===== config.mk =====
export PLATFORM = sky130hd
export DESIGN_NAME = ad9363_tx_sched
export DESIGN_NICKNAME = d
export VERILOG_FILES = /design/src/rtl/ad9363_tx_sched.sv
export SDC_FILE = /design/constraint.sdc
export NUM_CORES = 1
export LEC_CHECK = 0
export CAP_MARGIN = 20
export CORE_UTILIZATION = 42
export CTS_CLUSTER_SIZE = 28
export DETAILED_ROUTE_END_ITERATION = 8
export GPL_TIMING_DRIVEN = 0
export PLACE_DENSITY = 0.8
export SYNTH_ARGS = -nofsm -noshare
export SYNTH_HDL_FRONTEND = slang
export SYNTH_SLANG_ARGS = --single-unit

===== constraint.sdc =====
create_clock -name clk -period 3.1 [get_ports clk]
set_clock_uncertainty 0.1 [all_clocks]
set_input_delay 0.31 -clock clk [delete_from_list [all_inputs] [get_ports clk]]
set_output_delay 0.31 -clock clk [all_outputs]
set_load 0.03 [all_outputs]

===== src/rtl/ad9363_tx_sched.sv =====
// rtl/ad9363_tx_sched.sv - AD9363 TX burst scheduler with TXNRX guard/tail sequencing
// Two requesters share one TX stream. Grants are round-robin and held for a whole burst.
module ad9363_tx_sched #(
  parameter int GUARD_CYCLES = 16,
  parameter int TAIL_CYCLES  = 8,
  parameter int MAX_BURST    = 4096
) (
  input  logic        clk,
  input  logic        rst,
  input  logic        req0_valid,
  input  logic [11:0] req0_data_i,
  input  logic [11:0] req0_data_q,
  input  logic        req0_last,
  output logic        req0_ready,
  input  logic        req1_valid,
  input  logic [11:0] req1_data_i,
  input  logic [11:0] req1_data_q,
  input  logic        req1_last,
  output logic        req1_ready,
  output logic        tx_valid,
  output logic [11:0] tx_data_i,
  output logic [11:0] tx_data_q,
  input  logic        tx_ready,
  output logic        ensm_txnrx,
  output logic [1:0]  grant,
  output logic        busy,
  output logic        err_overrun
);

  localparam int CMAX = (GUARD_CYCLES > TAIL_CYCLES) ? GUARD_CYCLES : TAIL_CYCLES;
  localparam int CW   = $clog2(CMAX + 1);
  localparam int BW   = $clog2(MAX_BURST + 1);

  typedef enum logic [1:0] {IDLE, LEAD, STREAM, TAIL} state_t;

  state_t        state;
  logic [CW-1:0] cnt;
  logic [BW-1:0] beats;
  logic          rr_last;
  logic          owner;

  logic any_valid;
  logic pick;
  logic streaming;
  logic sel_valid;
  logic sel_last;
  logic xfer;
  logic at_max;

  // Ties go to whoever was not granted most recently; a lone requester always wins.
  assign any_valid = req0_valid | req1_valid;
  assign pick      = (req0_valid & req1_valid) ? ~rr_last : req1_valid;

  assign streaming = (state == STREAM);
  assign sel_valid = owner ? req1_valid : req0_valid;
  assign sel_last  = owner ? req1_last : req0_last;

  assign tx_valid   = streaming & sel_valid;
  assign tx_data_i  = streaming ? (owner ? req1_data_i : req0_data_i) : 12'd0;
  assign tx_data_q  = streaming ? (owner ? req1_data_q : req0_data_q) : 12'd0;
  assign req0_ready = streaming & ~owner & tx_ready;
  assign req1_ready = streaming & owner & tx_ready;

  assign xfer   = tx_valid & tx_ready;
  assign at_max = (beats == BW'(MAX_BURST - 1));
  assign busy   = (state != IDLE);

  always_ff @(posedge clk or posedge rst) begin
    if (rst) begin
      state       <= IDLE;
      cnt         <= '0;
      beats       <= '0;
      rr_last     <= 1'b1;
      owner       <= 1'b0;
      grant       <= 2'b00;
      ensm_txnrx  <= 1'b0;
      err_overrun <= 1'b0;
    end else begin
      err_overrun <= 1'b0;
      case (state)
        IDLE: begin
          if (any_valid) begin
            state      <= LEAD;
            owner      <= pick;
            rr_last    <= pick;
            grant      <= pick ? 2'b10 : 2'b01;
            ensm_txnrx <= 1'b1;
            cnt        <= CW'(GUARD_CYCLES - 1);
          end
        end
        LEAD: begin
          if (cnt == '0) begin
            state <= STREAM;
            beats <= '0;
          end else begin
            cnt <= cnt - 1'b1;
          end
        end
        STREAM: begin
          if (xfer) begin
            beats <= beats + 1'b1;
            // Hitting MAX_BURST without last truncates the burst and flags it.
            if (sel_last || at_max) begin
              state       <= TAIL;
              grant       <= 2'b00;
              cnt         <= CW'(TAIL_CYCLES - 1);
              err_overrun <= ~sel_last;
            end
          end
        end
        TAIL: begin
          // TXNRX is still high here, so a new winner skips the guard interval.
          if (any_valid) begin
            state   <= STREAM;
            owner   <= pick;
            rr_last <= pick;
            grant   <= pick ? 2'b10 : 2'b01;
            beats   <= '0;
          end else if (cnt == '0) begin
            state      <= IDLE;
            ensm_txnrx <= 1'b0;
          end else begin
            cnt <= cnt - 1'b1;
          end
        end
        default: state <= IDLE;
      endcase
    end
  end

endmodule


==> qor.yml <==
synthesis:
  yosysTopAreaCell: "dfrtp_1"
  synth_edf_count: 0
  synthFlopType: "dfrtp_1"
  yosys_warnings: 0
  synthTopCellsByArea: "dfrtp_1 (32%), mux2i_1 (14%), nor2b_1 (8.9%)"
  synth_area_sq_um: 1970
  yosysSeqAreaShare_pct: 33.1
  synth_seq_cells: 26
  synth_cell_type_count: 42
  avgSynthCellArea_sq_um: 8.84
  netlist.area_leader.share_pct: 31.7
  synthCells: 223
  synthArstFlopShare_pct: 100
  synth_nets: 286
grt:
  grt_antenna_before_repair: 0
  overflow: 0
  grt.total_usage_pct: 21.9
  grt_max_degree: 27
  grt_pass1_vias: 1841
  grt_first_pass_wirelength_um: 8630
cts:
  cts_sinks: 26
  clk_latency_ns: 0.28
  cts_tree: "yes"
  ctsHoldBuffers: 0
  cts_made_buffers: 3
  post_cts.repair.setup_buffers: 0
  path_clk_slew_ns: 0.10
  clk_path_buf_depth: 2
  ctsRootBufferMaster: "clkbuf_8"
  cts.htree.levels: 1
floorplanning:
  die_h_um: 70.5
  start_util_pct: 44.3
  ios: 87
  die_width_um: 70.5
  core_area_sq_um: 4440
  rows: 24
  dieArea_sq_um: 4970
cells_and_area:
  fillers: 375
  final_cells: 364
  mostFrequentLayoutCells: "clkdlybuf4s50_1 (86), nor2b_1 (28), mux2i_1 (28), dfrtp_1 (25), nor2_1 (17)"
  design_area_sq_um: 3000
  final_common_cell: "clkdlybuf4s50_1"
  syn_to_final_growth_pct: 52.0
  drive_gt1_share_pct: 5.13
  fin_nets: 376
  antenna-diode-count: 0
setup_path:
  cp.required_ns: 2.69
  crit_chain: "inv_1, ha_2, clkbuf_1, nor2b_1, clkdlybuf4s50_1"
  cp_slowest_cell: "clkdlybuf4s50_1"
  cp-start-kind: "register"
  crit_path_max_incr_delay_ns: 0.71
  cp.buffers_inverters: 3
  critical_path_class: "reg -> out"
  arrival_ns: 2.54
  crit_family: "buffers and inverters"
  critPathMaxFanout: 10
  critPathCaptureType: "output port"
sta:
  worst_pin_slew_ns: 0.820
  finalHoldViolations: 0
  slew_headroom_pct: 44.5
  setup_violations: 0
  max_freq_mhz: 339
  fin_crit_ns: 2.95
  maxSlewViolCount: 0
  post-route-period-util_pct: 95.1
  grt_setup_unrepaired: "false"
  fin_tns_setup_ns: 0
placed_design:
  dp.cells: 361
  place_area_sq_um: 2900
  dpl.hpwl_um: 4170
  port_buffers: 86
  globalplace.congestion: 0.781
routing:
  firstDrtPassIters: 4
  vias_per_cell: 5.12
  wl_met3_um: 127
  top_layer_used: "met4"
  wl_um: 5330
  num_vias: 1865
  wl_met1_um: 2380
  final_antenna_net_count: 0
  drc_errors: 0
  post_drt_wl_per_cell_um: 14.7
  dr_wl_met2_um: 2810
  first_iter_violations: 138
status:
  status: "finished, final reports clean"
worst_hold_path:
  hp-class: "in -> async"
pwr:
  cellPowerDensity_nw_per_um2: 768
  vdd_drop_max_mv: 0.664
  p_leak_nw: 1.24
flow_run:
  max_cap_violations: 0
==> synth_stat cells (2+ instances only) <==
cell type	number
nor4_1	2
buf_1	2
nand4_1	5
nand2_1	13
a22o_1	2
xor2_1	5
a21oi_1	10
ha_1	8
nand3_1	7
nor2b_1	28
o21ai_0	12
and2_1	3
o31ai_1	5
inv_1	12
a31oi_1	2
nor2_1	17
or3_1	2
nand2b_1	2
mux2i_1	28
clkbuf_1	7
and3_1	3
or4_1	2
dfrtp_1	25
nor3_1	3
==> registers in the layout, summed over array words and instances, names as in the netlist <==
| name | cells |
|---|---|
| beats | 13 |
| cnt | 5 |
| grant | 2 |
| state | 2 |
| ensm_txnrx | 1 |
| err_overrun | 1 |
| owner | 1 |
| rr_last | 1 |
==> worst paths after layout <==
check,start,endpoint,slack (ns),depth (start not counted)
max,state[0],tx_data_i[6],0.15,5
min,rst,cnt[4],0.23,2
max reg2reg,cnt[0],beats[11],0.39,7
min reg2reg,grant[0],grant[0],0.42,1
max in group asynchronous,rst,beats[1],2.23,3
min in group clk,grant[0],grant[0],0.42,1
==> layer usage <==
| metal | GRT usage [%] | up-vias |
|---|---|---|
| li1 | - | 968 |
| met5 | 0 | - |
| met1 | 27.8 | 872 |
| met4 | 3.40 | 0 |
| met2 | 40.0 | 23 |
| met3 | 3.32 | 2 |
==> report_power, final <==
group          switching, W  leakage (nW)  internal (W)
clock network      0.000113        0.0357      0.000173
logic              0.000841         0.873      0.000644
registers          0.000102         0.333      0.000429
total               0.00106          1.24       0.00125
==> cells by family (layout without fill, tap and decap cells) <==
family / count (synthesis) / count (layout) / share of synthesized area [%]
compound gates: 43 / 43 / 15.2
mux: 28 / 28 / 14.2
xor+xnor: 6 / 6 / 2.67
simple gates: 91 / 91 / 25.8
flops: 26 / 26 / 33.1
buf+inv: 21 / 110 / 4.00
fa+ha+maj: 8 / 8 / 5.08
==> timing repair <==
item / CTS / global route
gates resized for setup: 3 / 3
setup endpoints to repair: 27 / 26
cloned: 0 / 0
==> layout make-up <==
class | count | area [sq um] | area share [%]
repair buffers | 87 | 888 | 29.7
well taps | 52 | 65.1 | 2.17
plain buffers | 7 | 31.3 | 1.04
multi-input cells | 176 | 1240 | 41.5
flip-flops and latches | 26 | 652 | 21.8
clock inverters | 1 | 30.0 | 1.00
inverters | 12 | 45.0 | 1.50
clock buffers | 3 | 41.3 | 1.38
==> metrics by stage <==
step                      total power (W)  setup WS [ns]  util [%]  hold WS (ns)
after floorplan                   0.00153          0.597         -         0.249
after global placement            0.00198          0.166      65.2         0.383
after detailed placement          0.00202         0.0706      65.2         0.391
after CTS                         0.00231         0.0338      66.8         0.420
after global routing              0.00247         0.0208      67.4         0.259
final                             0.00230          0.152      67.4         0.228
==> worst reg2reg max path: cells and delay by family (launching register included) <==
family | cells | cell delay, ns
flops | 1 | 0.39
simple gates | 3 | 1.22
fa+ha+maj | 1 | 0.16
buf+inv | 1 | 0.12
compound gates | 2 | 0.67
Note: power is estimated with default switching activity, not from simulation.
